`src/rtl/writeback.sv`:
```
// Writeback stage: commits register writes, turns r15 writes into a PC redirect
// and squashes FLUSH_CYCLES slots afterwards. Optional feature: WRITEBACK_RETIRE_COUNT_EN.
module writeback #(
  parameter int unsigned FLUSH_CYCLES = 3
) (
  input  logic        clk,
  input  logic        rst,
  input  logic        inbubble,
  input  logic [31:0] pc,
  input  logic [31:0] insn,
  input  logic        write_reg,
  input  logic [3:0]  write_num,
  input  logic [31:0] write_data,
  output logic        rf_we,
  output logic [3:0]  rf_num,
  output logic [31:0] rf_data,
  output logic        jmp,
  output logic [31:0] jmppc,
  output logic        flush,
  output logic        fwd_valid,
  output logic [3:0]  fwd_num,
  output logic [31:0] fwd_data
`ifdef WRITEBACK_RETIRE_COUNT_EN
  ,
  output logic [31:0] retired
`endif
);

  localparam logic [3:0] FLUSH_LOAD = 4'(FLUSH_CYCLES);
  localparam logic [3:0] PC_REG     = 4'hF;

  typedef enum logic {
    RUN   = 1'b0,
    FLUSH = 1'b1
  } state_t;

  state_t      state_q, state_d;
  logic [3:0]  cnt_q, cnt_d;
  logic        rf_we_q, rf_we_d;
  logic [3:0]  rf_num_q, rf_num_d;
  logic [31:0] rf_data_q, rf_data_d;
  logic        jmp_q, jmp_d;
  logic [31:0] jmppc_q, jmppc_d;
  logic        fwd_valid_q, fwd_valid_d;
  logic [3:0]  fwd_num_q, fwd_num_d;
  logic [31:0] fwd_data_q, fwd_data_d;

  logic slot_vld;
  logic is_commit;
  logic is_redirect;

  // pc/insn carry no write information; they only mark a slot as retired.
  logic unused_slot_bits;
  assign unused_slot_bits = ^{pc, insn};

  assign slot_vld    = !inbubble && (state_q == RUN);
  assign is_commit   = slot_vld && write_reg && (write_num != PC_REG);
  assign is_redirect = slot_vld && write_reg && (write_num == PC_REG);

  always_comb begin
    state_d     = state_q;
    cnt_d       = cnt_q;
    rf_we_d     = 1'b0;
    rf_num_d    = rf_num_q;
    rf_data_d   = rf_data_q;
    jmp_d       = 1'b0;
    jmppc_d     = jmppc_q;
    fwd_valid_d = fwd_valid_q;
    fwd_num_d   = fwd_num_q;
    fwd_data_d  = fwd_data_q;

    case (state_q)
      RUN: begin
        if (is_redirect) begin
          state_d = FLUSH;
          cnt_d   = FLUSH_LOAD;
        end
      end
      FLUSH: begin
        cnt_d = cnt_q - 4'd1;
        // <= also recovers cleanly if the counter were ever loaded with 0
        if (cnt_q <= 4'd1) begin
          state_d = RUN;
        end
      end
      default: begin
        state_d = RUN;
        cnt_d   = 4'd0;
      end
    endcase

    if (is_commit) begin
      rf_we_d     = 1'b1;
      rf_num_d    = write_num;
      rf_data_d   = write_data;
      fwd_valid_d = 1'b1;
      fwd_num_d   = write_num;
      fwd_data_d  = write_data;
    end

    if (is_redirect) begin
      jmp_d   = 1'b1;
      jmppc_d = {write_data[31:2], 2'b00};
    end
  end

  always_ff @(posedge clk) begin
    if (rst) begin
      state_q     <= RUN;
      cnt_q       <= 4'd0;
      rf_we_q     <= 1'b0;
      rf_num_q    <= 4'd0;
      rf_data_q   <= 32'd0;
      jmp_q       <= 1'b0;
      jmppc_q     <= 32'd0;
      fwd_valid_q <= 1'b0;
      fwd_num_q   <= 4'd0;
      fwd_data_q  <= 32'd0;
    end else begin
      state_q     <= state_d;
      cnt_q       <= cnt_d;
      rf_we_q     <= rf_we_d;
      rf_num_q    <= rf_num_d;
      rf_data_q   <= rf_data_d;
      jmp_q       <= jmp_d;
      jmppc_q     <= jmppc_d;
      fwd_valid_q <= fwd_valid_d;
      fwd_num_q   <= fwd_num_d;
      fwd_data_q  <= fwd_data_d;
    end
  end

  assign rf_we     = rf_we_q;
  assign rf_num    = rf_num_q;
  assign rf_data   = rf_data_q;
  assign jmp       = jmp_q;
  assign jmppc     = jmppc_q;
  // flush is the registered state itself, so it rises on the same edge as jmp
  assign flush     = (state_q == FLUSH);
  assign fwd_valid = fwd_valid_q;
  assign fwd_num   = fwd_num_q;
  assign fwd_data  = fwd_data_q;

`ifdef WRITEBACK_RETIRE_COUNT_EN
  logic [31:0] retired_q, retired_d;

  always_comb begin
    retired_d = retired_q;
    if (slot_vld) begin
      retired_d = retired_q + 32'd1;
    end
  end

  always_ff @(posedge clk) begin
    if (rst) begin
      retired_q <= 32'd0;
    end else begin
      retired_q <= retired_d;
    end
  end

  assign retired = retired_q;
`endif

endmodule

```
`config.mk`:
```
export PLATFORM = sky130hd
export DESIGN_NAME = writeback
export DESIGN_NICKNAME = d
export VERILOG_FILES = /design/src/rtl/writeback.sv
export SDC_FILE = /design/constraint.sdc
export NUM_CORES = 1
export LEC_CHECK = 0
export ABC_CLOCK_PERIOD_IN_PS = 1500
export BUFFER_PORTS_ARGS = -buffer_cell sky130_fd_sc_hd__buf_2
export CORE_MARGIN = 4
export CORE_UTILIZATION = 39
export DETAILED_ROUTE_END_ITERATION = 6
export GPL_TIMING_DRIVEN = 0
export PLACE_DENSITY = 0.77
export REMOVE_ABC_BUFFERS = 1
export SLEW_MARGIN = 20
export SYNTH_ARGS = -nofsm -noshare
export SYNTH_HDL_FRONTEND = slang
export SYNTH_SLANG_ARGS = --single-unit
```
`constraint.sdc`:
```
create_clock -name clk -period 1.5 [get_ports clk]
set_input_delay 0.3 -clock clk [delete_from_list [all_inputs] [get_ports clk]]
set_output_delay 0.3 -clock clk [all_outputs]
set_load 0.02 [all_outputs]
```
# --- Word-level counts from Yosys, hierarchy flattened ---
# Cells that the tools add are included.
# W data, S select, Z words.
totals:
  inputBits: 104
  reg_bits: 74
  output_inout_bits: 108
op_classes:
  bitwise_logic: 1
  reduce_logical: 5
  mux: 6
  add_sub_neg: 1
  magnitude_cmp: 1
  n_eq_ne: 3
ops:
  columns: ["cell", "count"]
  rows:
  - ["$pmux W4 S2", 1]
  - ["$eq A4 B4 Y1 const B", 1]
  - ["$le A4 B1 Y1 const B", 1]
  - ["$logic_and A1 B1 Y1", 4]
  - ["$mux W4", 1]
  - ["$ne A4 B4 Y1 const B", 1]
  - ["$sub A4 B1 Y4 const B", 1]
  - ["$mux W1", 3]
  - ["$ne A2 B2 Y1 const B", 1]
  - ["$pmux W1 S2", 1]
  - ["$logic_not A1 Y1", 1]
  - ["$not A1 Y1", 1]

# --- Longest topological paths before layout ---
logic_depth:
  ltp_word: 6
  depth_mapped: 6
  mapped_depth_nobuf: 5

# --- Least setup slack after synthesis ---
# No wires, ideal clock.
synth_path:
  kind: "register -> register"
  from: "register state_q (netlist: flush)"
  to: "register fwd_data_q[10] (netlist: fwd_data[10])"
  stages_incl_launch_ff: 7
  required_ns: 1.428
  setup_ns: 0.072
  arrival_time_ns: 1.573
  n_path_buf: 3
  path_slack_ns: -0.145
  cell_sequence: "dfxtp_1 -> buf_6 -> or3b_4 -> and2b_1 -> buf_6 -> buf_6 -> mux2i_1"
synth_between:
  elab_chain_len: 4
synth_lines:
  columns: ["element", "line", "rtl"]
  rows:
  - ["from (decl)", "37", "state_t state_q, state_d;"]
  - ["from (signal assigned)", "120", "state_q <= state_d;"]
  - ["$not A1 Y1", null, null]
  - ["$logic_and A1 B1 Y1", "56", "assign slot_vld = !inbubble && (state_q == RUN);"]
  - ["$logic_and A1 B1 Y1 (2 in a row)", "57", "assign is_commit = slot_vld && write_reg && (write_num != PC_REG);"]
  - ["to (signal assigned)", "129", "fwd_data_q <= fwd_data_d;"]
  - ["to (decl)", "46", "logic [31:0] fwd_data_q, fwd_data_d;"]
# No other way between the ends.
# A chain may end at the register's enable or synchronous reset.

# --- Worst setup path in the final report ---
layout_path:
  from: "register state_q (netlist: flush)"
  to: "register fwd_data_q[11] (netlist: fwd_data[11])"
# The elaborated chain is that of the path after synthesis.

==> run_summary.xml <==
<?xml version="1.0" encoding="UTF-8"?>
<metrics>
  <group name="detailed_routing">
    <metric name="vias_after_detailed_routing" unit="">2799</metric>
    <metric name="detailedRoute.firstIterationViolations" unit="">78</metric>
    <metric name="drt-total-wl" unit="um">8910</metric>
    <metric name="vias_per_cell" unit="">4.78</metric>
    <metric name="routed_wire_length_per_instance" unit="um">15.2</metric>
    <metric name="firstDrtPassIters" unit="">4</metric>
    <metric name="route.antenna.remaining_nets" unit="">0</metric>
    <metric name="detail_route.drc_violations" unit="">0</metric>
  </group>
  <group name="yosys">
    <metric name="post_synth_edffs" unit="">0</metric>
    <metric name="syn_inst_count" unit="">369</metric>
    <metric name="asyncSetResetFlopFracSynth" unit="%">0</metric>
    <metric name="synth.distinct_cells" unit="">32</metric>
    <metric name="post_synth_instance_area" unit="um^2">3420</metric>
    <metric name="yosys_register_bits" unit="">74</metric>
    <metric name="synth_warnings" unit="">0</metric>
    <metric name="synth-seq-area-share" unit="%">43.3</metric>
    <metric name="synth_top_flop_cell" unit="">dfxtp_1</metric>
    <metric name="syn_avg_cell_area" unit="um^2">9.27</metric>
  </group>
  <group name="setup_path">
    <metric name="critPathMaxStageDelay" unit="ps">430</metric>
    <metric name="data_arrival_time_of_the_worst_path" unit="ps">1810</metric>
    <metric name="critical_path.endpoint_type" unit="">flip-flop</metric>
    <metric name="path_type_of_the_worst_setup_path" unit="">reg2reg</metric>
    <metric name="critical_path_startpoint_category" unit="">flip-flop</metric>
    <metric name="worstSetupPathDepth" unit="">4</metric>
    <metric name="critical_path_required" unit="ps">1770</metric>
    <metric name="crit_path_max_delay_family" unit="">simple AND/OR/NAND/NOR gates</metric>
    <metric name="critical_path_top_delay_cell" unit="">or3b_4</metric>
    <metric name="reg2reg_depth" unit="">4</metric>
    <metric name="cp_num_buf_inv" unit="">1</metric>
    <metric name="timing.critical_path.cells" unit="">or3b_4, and2b_4, clkbuf_16, mux2i_1</metric>
    <metric name="critPathMaxFanout" unit="">6</metric>
  </group>
  <group name="layout">
    <metric name="multiInputGateArea" unit="um^2">1570</metric>
    <metric name="mostFrequentLayoutCell" unit="">buf_2</metric>
    <metric name="drive_gt1_share" unit="%">37.8</metric>
    <metric name="n_antenna_cell" unit="">0</metric>
    <metric name="stdcell_area" unit="um^2">4190</metric>
    <metric name="ff_latch_area" unit="um^2">1490</metric>
    <metric name="num-fill-cells" unit="">828</metric>
    <metric name="areaGrowthSynthToFinish" unit="%">22.5</metric>
    <metric name="final_core_util" unit="%">50.0</metric>
    <metric name="mostFrequentLayoutCells" unit="">buf_2 (144), dfxtp_1 (73), nand2b_1 (68), o21ai_0 (54), mux2i_1 (34)</metric>
    <metric name="final_nets" unit="">583</metric>
  </group>
  <group name="pwr">
    <metric name="sequentialPowerShare" unit="%">52.4</metric>
    <metric name="max-vdd-ir-drop" unit="mV">0.395</metric>
    <metric name="power_leakage" unit="uW">0.00205</metric>
    <metric name="power.clock.fraction" unit="%">32.6</metric>
    <metric name="power.switching_fraction" unit="%">27.9</metric>
    <metric name="finalPower" unit="uW">3940</metric>
    <metric name="cellPowerDensity" unit="nW/um^2">940</metric>
    <metric name="p_switching" unit="uW">1100</metric>
    <metric name="cellInternalPower" unit="uW">2840</metric>
    <metric name="power.share.combinational" unit="%">15.0</metric>
  </group>
  <group name="timing">
    <metric name="final-setup-viol-count" unit="">16</metric>
    <metric name="slew_headroom" unit="%">44.5</metric>
    <metric name="timing.final.crit_period" unit="ps">1540</metric>
    <metric name="setup_repair_after_global_routing_missed_its_margin" unit="">yes</metric>
    <metric name="final-max-slew-violation-count" unit="">0</metric>
    <metric name="layout_worst_path_cycle_share" unit="%">103</metric>
    <metric name="clock.fmax" unit="MHz">649</metric>
    <metric name="hold_ws" unit="ps">215</metric>
    <metric name="worst_slew_pin_slew" unit="ps">832</metric>
    <metric name="hold_viol_final" unit="">0</metric>
    <metric name="timing.clock.skew" unit="ps">12.7</metric>
    <metric name="final.setup.worst_slack" unit="ps">-41.9</metric>
  </group>
  <group name="clock_tree">
    <metric name="cts_inserted_buffers" unit="">9</metric>
    <metric name="clock_tree.root_cell" unit="">clkbuf_8</metric>
    <metric name="clockBufferDepth" unit="">2</metric>
    <metric name="tritoncts_num_sinks" unit="">74</metric>
    <metric name="cts_hold_repair.buffers" unit="">0</metric>
    <metric name="cts_max_level" unit="">3</metric>
    <metric name="cts_tree" unit="">yes</metric>
    <metric name="clock_pin_transition_on_the_worst_setup_and_hold_timing_paths" unit="ps">80</metric>
    <metric name="clock_latency" unit="ps">330</metric>
  </group>
  <group name="placement">
    <metric name="count_of_buffers_inserted_at_the_top_level_ports" unit="">145</metric>
    <metric name="place_ws" unit="ps">-934</metric>
    <metric name="place.gp.congestion" unit="">0.731</metric>
    <metric name="postPlaceCellArea" unit="um^2">3850</metric>
    <metric name="hpwl" unit="um">4940</metric>
  </group>
  <group name="grt">
    <metric name="grt_pass1_vias" unit="">2662</metric>
    <metric name="antenna_found_initial" unit="">0</metric>
    <metric name="pin_count_of_the_biggest_net_entering_global_routing" unit="">110</metric>
    <metric name="globalRoute.totalOverflow" unit="">0</metric>
    <metric name="groute.usage.overall" unit="%">16.2</metric>
    <metric name="grt_pass1_wl" unit="um">13200</metric>
  </group>
  <group name="floorplan">
    <metric name="floorplan.rows" unit="">33</metric>
    <metric name="initial_core_util" unit="%">40.8</metric>
    <metric name="core_area" unit="um^2">8380</metric>
    <metric name="die-area" unit="um^2">10300</metric>
    <metric name="ioPinCount" unit="">212</metric>
    <metric name="die_height" unit="um">102</metric>
    <metric name="die_x" unit="um">102</metric>
  </group>
  <group name="worst_hold_path">
    <metric name="min_delay_path_depth" unit="">3</metric>
    <metric name="holdCritPathClass" unit="">in2reg</metric>
  </group>
  <group name="status">
    <metric name="failing_checks" unit="">negative setup slack</metric>
    <metric name="run_status" unit="">finished, violations left</metric>
  </group>
  <group name="flow_run">
    <metric name="timing.max_cap.violations" unit="">0</metric>
  </group>
</metrics>
[synthesized netlist by cell type, types with 2 or more instances]
library cell / instances / area share [%]
dfxtp_1: 74 / 43
nand2b_1: 68 / 12
o21ai_0: 60 / 8.8
buf_4: 38 / 8.3
mux2i_1: 34 / 9.9
nor2b_1: 31 / 5.7
clkbuf_1: 19 / 2.1
buf_6: 6 / 2.0
inv_1: 5 / 0.55
nor2_1: 5 / 0.55
a21oi_1: 3 / 0.44
nand3b_1: 3 / 0.66
ha_1: 2 / 0.73
nor3_1: 2 / 0.29
o21ai_1: 2 / 0.29
[through the flow]
step | instances | TNS [ps]
after floorplan | 305 | -11710
after global placement | 555 | -53130
after detailed placement | 555 | -52120
after CTS | 583 | -585
after global routing | 586 | -2040
final | 586 | -416
[flip-flops by register name, summed over array words and instances, names as in the netlist]
register and cells:
flush 1, jmp 1, rf_we 1, cnt_q 4, fwd_valid 1, jmppc 30
fwd_data 32, fwd_num 4
[area by class of cell]
| cell class | instances | area share [%] |
|---|---|---|
| inverter | 5 | 0.448 |
| sequential | 74 | 35.4 |
| timing repair buffer | 155 | 19.9 |
| tap | 105 | 3.14 |
| clock inverter | 4 | 0.478 |
| clock buffer | 11 | 3.14 |
| multi-input combinational | 232 | 37.5 |
[final timing paths]
check	slack (ps)	from	end
worst max register to register	-40	flush	fwd_data[11]
worst max-delay path	-40	flush	fwd_data[11]
worst min register to register	450	fwd_valid	fwd_valid
worst min-delay path	210	write_data[0]	fwd_data[0]
[cells by family (layout without fill, tap and decap cells)]
group,after synthesis,count (layout),synth area share (%)
other,1,2,0.110
muxes,34,34,9.95
DFF,74,74,43.3
and+or+nand+nor,117,123,21.7
buffers and inverters,70,175,13.2
AOI/OAI and AO/OA,71,71,11.0
adders and majority gates,2,2,0.731
[repair_timing]
action / 4_1_cts / 5_1_grt
gates resized for setup: 8 / 7
gates cloned: 5 / 2
setup buffers: 8 / 1
setup endpoints to repair: 70 / 52
pin swaps: 1 / 2
hold endpoints to repair: 0 / 0
[per-layer routing]
metal	vias up	GRT usage [%]	wire [um]
met5	-	0	0
met1	1303	20.5	3940
met2	90	27.2	4250
met4	0	5.52	75
li1	1399	-	-
met3	7	3.58	648
[power by group through the flow]
stage               Combinational (uW)  Sequential [uW]  Clock [uW]
floorplan                          169             2250           0
finish                             592             2060        1280
detailed placement                 541             2110           0
global placement                   537             2110           0
global route                       639             2070        1410
CTS                                583             2060        1330
[tightest hold or removal path, delay by kind of cell]
kind                   cells  cell delay (ps)
buffers and inverters      1               90
multiplexers               1               60
AND/OR/NAND/NOR            1               50
(Power assumes the default switching activity.)
